`config.mk`:
```
export PLATFORM = sky130hd
export DESIGN_NAME = button_debounce
export DESIGN_NICKNAME = d
export VERILOG_FILES = /design/src/rtl/button_debounce_pkg.sv /design/src/rtl/button_debounce_sat.sv /design/src/rtl/button_debounce.sv
export SDC_FILE = /design/constraint.sdc
export NUM_CORES = 1
export LEC_CHECK = 0
export CAP_MARGIN = 5
export CORE_ASPECT_RATIO = 0.7
export CORE_MARGIN = 5
export CORE_UTILIZATION = 64
export DETAILED_ROUTE_END_ITERATION = 6
export PLACE_DENSITY_LB_ADDON = 0.15
export SLEW_MARGIN = 20
export SYNTH_ARGS = -nofsm -noshare
export SYNTH_HDL_FRONTEND = slang
export SYNTH_HIERARCHICAL = 1
export SYNTH_SLANG_ARGS = --single-unit
```
`constraint.sdc`:
```
create_clock -name clk -period 4.4 [get_ports clk]
set_input_delay 0.88 -clock clk [delete_from_list [all_inputs] [get_ports clk]]
set_output_delay 0.88 -clock clk [all_outputs]
set_load 0.02 [all_outputs]
```
`src/rtl/button_debounce_pkg.sv`:
```
// Shared definitions for the button debounce block.
//
// Contents:
//   state_e                  - FSM state encoding (RELEASED, WAIT_PRESS,
//                              PRESSED, WAIT_RELEASE in a 2-bit code)
//   DEFAULT_DEBOUNCE_CYCLES  - debounce length for the board clock
//   DEFAULT_LONG_CYCLES      - long-press threshold for the board clock
//   DEFAULT_CNT_W            - counter width that covers the defaults
//   paramsLegal()            - elaboration-time parameter sanity check
package button_debounce_pkg;

  // The encoding values are fixed so that state dumps and any downstream
  // debug logic can rely on them.
  typedef enum logic [1:0] {
    ST_RELEASED     = 2'd0,
    ST_WAIT_PRESS   = 2'd1,
    ST_PRESSED      = 2'd2,
    ST_WAIT_RELEASE = 2'd3
  } state_e;

  localparam int DEFAULT_DEBOUNCE_CYCLES = 16;
  localparam int DEFAULT_LONG_CYCLES     = 1000;
  localparam int DEFAULT_CNT_W           = 16;

  // The debounce needs at least two samples to mean anything, the long
  // threshold must lie beyond the debounce window, and the counters must
  // be wide enough to hold the long threshold without wrapping.
  function automatic bit paramsLegal(int debCycles, int longCycles, int cntW);
    bit ok;
    ok = (debCycles >= 2) && (longCycles > debCycles) &&
         (cntW >= 1) && (cntW <= 62);
    if (ok) begin
      ok = (longint'(1) << cntW) > longint'(longCycles);
    end
    return ok;
  endfunction

endpackage

```
`src/rtl/button_debounce_sat.sv`:
```
// Saturating up-counter with a limit-reached pulse.
//
// Ports:
//   clk       in   system clock, posedge
//   rst_n     in   asynchronous active-low reset
//   clear_i   in   synchronous clear, wins over enable
//   enable_i  in   count one step this cycle
//   value_o   out  current count, never exceeds LIMIT
//   hit_o     out  high in the cycle whose edge takes the count from
//                  LIMIT-1 to LIMIT, so the caller can register it
module sat_counter #(
  parameter int WIDTH = 16,
  parameter int LIMIT = 1000
) (
  input  logic             clk,
  input  logic             rst_n,
  input  logic             clear_i,
  input  logic             enable_i,
  output logic [WIDTH-1:0] value_o,
  output logic             hit_o
);

  localparam logic [WIDTH-1:0] LIM    = WIDTH'(LIMIT);
  localparam logic [WIDTH-1:0] LIM_M1 = WIDTH'(LIMIT - 1);

  logic [WIDTH-1:0] value_q;

  // Count while enabled and stop at the limit; the count is held there
  // until the next clear so the limit crossing can only happen once.
  always_ff @(posedge clk or negedge rst_n) begin
    if (!rst_n) begin
      value_q <= '0;
    end else if (clear_i) begin
      value_q <= '0;
    end else if (enable_i && (value_q != LIM)) begin
      value_q <= value_q + WIDTH'(1);
    end
  end

  // Announce the crossing one edge early so the owner can register its
  // own pulse on the very edge the count reaches the limit.
  assign hit_o   = enable_i && !clear_i && (value_q == LIM_M1);
  assign value_o = value_q;

endmodule

```
`src/rtl/button_debounce.sv`:
```
// Debounce and event extraction for a synchronised button level.
//
// Ports:
//   clk            in   system clock, posedge
//   rst_n          in   asynchronous active-low reset
//   sync_in        in   synchronised raw button level, 1 = pressed
//   btn_level      out  debounced button level
//   press_pulse    out  one-cycle pulse when a press is accepted
//   release_pulse  out  one-cycle pulse when a release is accepted
//   long_press     out  one-cycle pulse LONG_CYCLES edges after the press
//                       was accepted, at most once per press
module button_debounce
  import button_debounce_pkg::*;
#(
  parameter int DEBOUNCE_CYCLES = DEFAULT_DEBOUNCE_CYCLES,
  parameter int LONG_CYCLES     = DEFAULT_LONG_CYCLES,
  parameter int CNT_W           = DEFAULT_CNT_W
) (
  input  logic clk,
  input  logic rst_n,
  input  logic sync_in,
  output logic btn_level,
  output logic press_pulse,
  output logic release_pulse,
  output logic long_press
);

  localparam logic [CNT_W-1:0] DEB_LAST = CNT_W'(DEBOUNCE_CYCLES - 1);
  localparam logic [CNT_W-1:0] LONG_LIM = CNT_W'(LONG_CYCLES);

  // Refuse to elaborate with parameters that would make the counters wrap
  // or the debounce window meaningless.
  if (!paramsLegal(DEBOUNCE_CYCLES, LONG_CYCLES, CNT_W)) begin : gen_bad_params
    $error("button_debounce: illegal DEBOUNCE_CYCLES/LONG_CYCLES/CNT_W");
  end

  state_e           state_q;
  logic [CNT_W-1:0] debCnt_q;
  logic             btnLevel_q;
  logic             pressPulse_q;
  logic             releasePulse_q;
  logic             longPress_q;

  logic             debDone;
  logic             pressAccept;
  logic             releaseAccept;
  logic [CNT_W-1:0] holdCnt;
  logic             holdHit;

  // The debounce counter already holds the number of matching samples
  // seen before this edge, so reaching DEB_LAST while the input still
  // matches means this edge is the final required sample.
  assign debDone       = (debCnt_q == DEB_LAST);
  assign pressAccept   = (state_q == ST_WAIT_PRESS)   &&  sync_in && debDone;
  assign releaseAccept = (state_q == ST_WAIT_RELEASE) && !sync_in && debDone;

  // Hold time runs for as long as the debounced level is high, through
  // release bounce too, and restarts on every accepted press.
  sat_counter #(
    .WIDTH (CNT_W),
    .LIMIT (LONG_CYCLES)
  ) uHoldCounter (
    .clk      (clk),
    .rst_n    (rst_n),
    .clear_i  (pressAccept),
    .enable_i (btnLevel_q),
    .value_o  (holdCnt),
    .hit_o    (holdHit)
  );

  // Main debounce FSM with registered outputs. Pulses default low each
  // edge so they are exactly one cycle wide. A release accepted on the
  // same edge as the long threshold suppresses the long pulse; since the
  // hold counter saturates on that edge, no long pulse follows later.
  always_ff @(posedge clk or negedge rst_n) begin
    if (!rst_n) begin
      state_q        <= ST_RELEASED;
      debCnt_q       <= '0;
      btnLevel_q     <= 1'b0;
      pressPulse_q   <= 1'b0;
      releasePulse_q <= 1'b0;
      longPress_q    <= 1'b0;
    end else begin
      pressPulse_q   <= 1'b0;
      releasePulse_q <= 1'b0;
      longPress_q    <= holdHit && !releaseAccept;

      case (state_q)
        ST_RELEASED: begin
          if (sync_in) begin
            state_q  <= ST_WAIT_PRESS;
            debCnt_q <= CNT_W'(1);
          end else begin
            debCnt_q <= '0;
          end
        end

        ST_WAIT_PRESS: begin
          if (!sync_in) begin
            state_q  <= ST_RELEASED;
            debCnt_q <= '0;
          end else if (debDone) begin
            state_q      <= ST_PRESSED;
            btnLevel_q   <= 1'b1;
            pressPulse_q <= 1'b1;
            debCnt_q     <= '0;
          end else begin
            debCnt_q <= debCnt_q + CNT_W'(1);
          end
        end

        ST_PRESSED: begin
          if (!sync_in) begin
            state_q  <= ST_WAIT_RELEASE;
            debCnt_q <= CNT_W'(1);
          end else begin
            debCnt_q <= '0;
          end
        end

        ST_WAIT_RELEASE: begin
          if (sync_in) begin
            state_q  <= ST_PRESSED;
            debCnt_q <= '0;
          end else if (debDone) begin
            state_q        <= ST_RELEASED;
            btnLevel_q     <= 1'b0;
            releasePulse_q <= 1'b1;
            debCnt_q       <= '0;
          end else begin
            debCnt_q <= debCnt_q + CNT_W'(1);
          end
        end

        default: begin
          state_q  <= ST_RELEASED;
          debCnt_q <= '0;
        end
      endcase
    end
  end

  // Structural invariants: the hold count is saturating and the two edge
  // pulses come from mutually exclusive FSM transitions.
  assert property (@(posedge clk) disable iff (!rst_n) holdCnt <= LONG_LIM);
  assert property (@(posedge clk) disable iff (!rst_n) !(pressPulse_q && releasePulse_q));

  assign btn_level     = btnLevel_q;
  assign press_pulse   = pressPulse_q;
  assign release_pulse = releasePulse_q;
  assign long_press    = longPress_q;

endmodule

```
==> impl_metrics.json <==
{
  "outcome": "finished clean",
  "crit_arrival_ns": 3.03,
  "worstSetupPathType": "flip-flop to flip-flop",
  "avgSynthCellArea_um2": 9.997,
  "p_leak_nw": 0.8721,
  "ys_types": 40,
  "peakVddDrop_mv": 0.2305,
  "antennaDiodeCount": 0,
  "reg2regPathDepth": 5,
  "maxCapViolations": 0,
  "antenna_found_initial": 0,
  "power.density_mw_per_mm2": 379.0,
  "ant_nets": 0,
  "synth_ff_type": "dfrtp_1",
  "grt_pass1_vias": 1441,
  "synth_edf_count": 0,
  "start_util_pct": 68.09,
  "min-delay-start": "state_q[0]",
  "syn_inst": 195,
  "worst_pin_slew_ns": 0.8286,
  "final_common_cell": "dfrtp_1",
  "grt_usage_pct": 20.12,
  "hold_viol": 0,
  "cts.reportedPaths.clkPinSlew_ns": 0.07,
  "synth_area_mm2": 0.001949,
  "rrSetupSlack_ns": 1.55,
  "insertion_delay_ns": 0.29,
  "num_vias": 1417,
  "ctsResizeCount": 0,
  "fmax_mhz": 350.8,
  "gp_congestion": 0.7836,
  "hpwl_um": 2681,
  "seq_area_frac_synth_pct": 48.78,
  "clock-sinks": 38,
  "grt_max_degree": 39,
  "vias_per_cell": 5.979,
  "async_reset_ff_share_pct": 100.0,
  "drtIter0Drc": 78,
  "clockRootBuffer": "clkbuf_8",
  "core_mm2": 0.002863,
  "placementRows": 16,
  "dpl-instance-area_mm2": 0.002018,
  "die_area_mm2": 0.004267,
  "cts_buffer_depth": 2,
  "hold_path.class": "flip-flop to flip-flop",
  "fin_cells": 237,
  "start_kind": "flip-flop",
  "timing.final.crit_share_pct": 64.78,
  "die_w_um": 75.97,
  "ys_ff_latch": 38,
  "rsz0062_at_grt": "no",
  "ys_warn_count": 6,
  "grt_pass1_wl_um": 6858,
  "cts_tree": "yes",
  "drive_above_1_share_pct": 8.458,
  "cts-hold-fix-buffers": 0,
  "finalClockSkew_ns": 0.006498,
  "fin_setup_tns_ns": 0,
  "die_y_um": 56.18,
  "overflow": 0,
  "syn-num-nets": 201,
  "placement.io_buffers": 6,
  "most-common-layout-cells": "dfrtp_1 (38), nor2_1 (31), nand4_1 (14)",
  "final_max_slew_viol_count": 0,
  "htreeDepth": 2,
  "wl_per_cell_um": 16.01,
  "drc": 0,
  "fillers": 206,
  "io_pins": 7,
  "regArea_um2": 950.9,
  "min_period_ns": 2.851,
  "hold_path_depth": 1,
  "area_delta_synth_final_pct": 7.445,
  "cts_made_buffers": 5,
  "multi_input_area_um2": 932.1,
  "totalWireLength_um": 3795,
  "relSlewSlack_pct": 44.70,
  "end_kind": "flip-flop",
  "r2r-start": "debCnt_q[9]",
  "critical_path.max_fanout": 22,
  "worst_ep_required_time_ns": 4.58,
  "r2r_end": "uHoldCounter/value_o[12]",
  "placed_cells": 230,
  "min_to": "debCnt_q[0]",
  "drt_pass1_iterations": 4,
  "cts_setup_buffers": 0,
  "nets": 207,
  "finalSetupViolations": 0,
  "stdcell_area_mm2": 0.002095
}
==> critical path, cell delays in order (launching register included) <==
cell     delay (ns)
dfrtp_1        0.44
or4_1          0.58
or4_4          0.60
nor3b_4        0.73
nor2b_1        0.10
mux2_2         0.29
==> flip-flops by register name, indices dropped and copies added (netlist names), named ones only <==
register	cells
btn_level	1
debCnt_q	16
long_press	1
press_pulse	1
release_pulse	1
state_q	1
uHoldCounter/value_o	16
==> report_power, final <==
part	internal [W]	switching, W	leakage [nW]
clock network	0.000109	0.000115	0.0383
logic	0.0000533	0.0000606	0.354
registers	0.000395	0.0000614	0.480
==> area by class of cell <==
| cell class | count | share of cell area [%] |
|---|---|---|
| well taps | 36 | 2.151 |
| inverters | 6 | 1.075 |
| repair buffers | 7 | 3.226 |
| flip-flops and latches | 38 | 45.40 |
| clock buffers | 7 | 3.644 |
| multi-input cells | 143 | 44.50 |
==> synth_stat cells, drive strengths merged (4+ instances only) <==
library cell | instances | area (um2)
buf | 4 | 28.78
nand2 | 12 | 45.04
nand3 | 7 | 35.03
nand4 | 15 | 108.9
dfrtp | 38 | 950.9
or4 | 4 | 33.78
clkbuf | 4 | 15.01
nor4 | 6 | 37.54
nor2 | 31 | 116.4
inv | 6 | 22.52
and4 | 4 | 38.79
nor3 | 6 | 35.03
o21ai | 4 | 20.02
xnor2 | 13 | 113.9
xor2 | 11 | 96.34
==> logic make-up (layout without fill, tap and decap cells) <==
kind of cell	count (synthesis)	in the layout	synth area share (%)
buf+inv	14	20	3.402
simple gates	104	104	30.81
mux	3	3	1.733
xor+xnor	24	24	10.78
fa+ha+maj	3	3	1.926
flops	38	38	48.78
compound gates	9	9	2.567
==> routing by layer <==
| layer | GRT usage [%] | up-vias | part of all wire (%) |
|---|---|---|---|
| li1 | - | 692 | - |
| met1 | 27.85 | 679 | 50 |
| met2 | 29.51 | 36 | 43 |
| met3 | 5.340 | 10 | 4.9 |
| met4 | 8.883 | 0 | 1.8 |
| met5 | 0 | - | 0 |
==> how the worst max path moves through the flow <==
stage	startpoint	end	slack, ns	depth (start not counted)
after floorplan	debCnt_q[9]	long_press	1.70	8
after global placement	debCnt_q[9]	uHoldCounter/value_o[14]	1.69	5
after detailed placement	debCnt_q[9]	uHoldCounter/value_o[14]	1.60	5
after CTS	debCnt_q[9]	uHoldCounter/value_o[12]	1.58	5
after global routing	debCnt_q[9]	uHoldCounter/value_o[12]	1.42	5
final	debCnt_q[9]	uHoldCounter/value_o[12]	1.55	5
==> per-stage QoR <==
step	power, W	util (%)	setup WS (ns)	hold slack [ns]
6_report	0.0007937	73.16	1.549	0.4681
2_1_floorplan	0.0005397	-	1.701	0.4433
3_5_place_dp	0.0005730	70.50	1.599	0.4583
4_1_cts	0.0007973	73.16	1.579	0.4672
3_3_place_gp	0.0005646	70.50	1.692	0.4574
5_1_grt	0.0008380	73.16	1.421	0.4898
(Power assumes the default switching activity.)
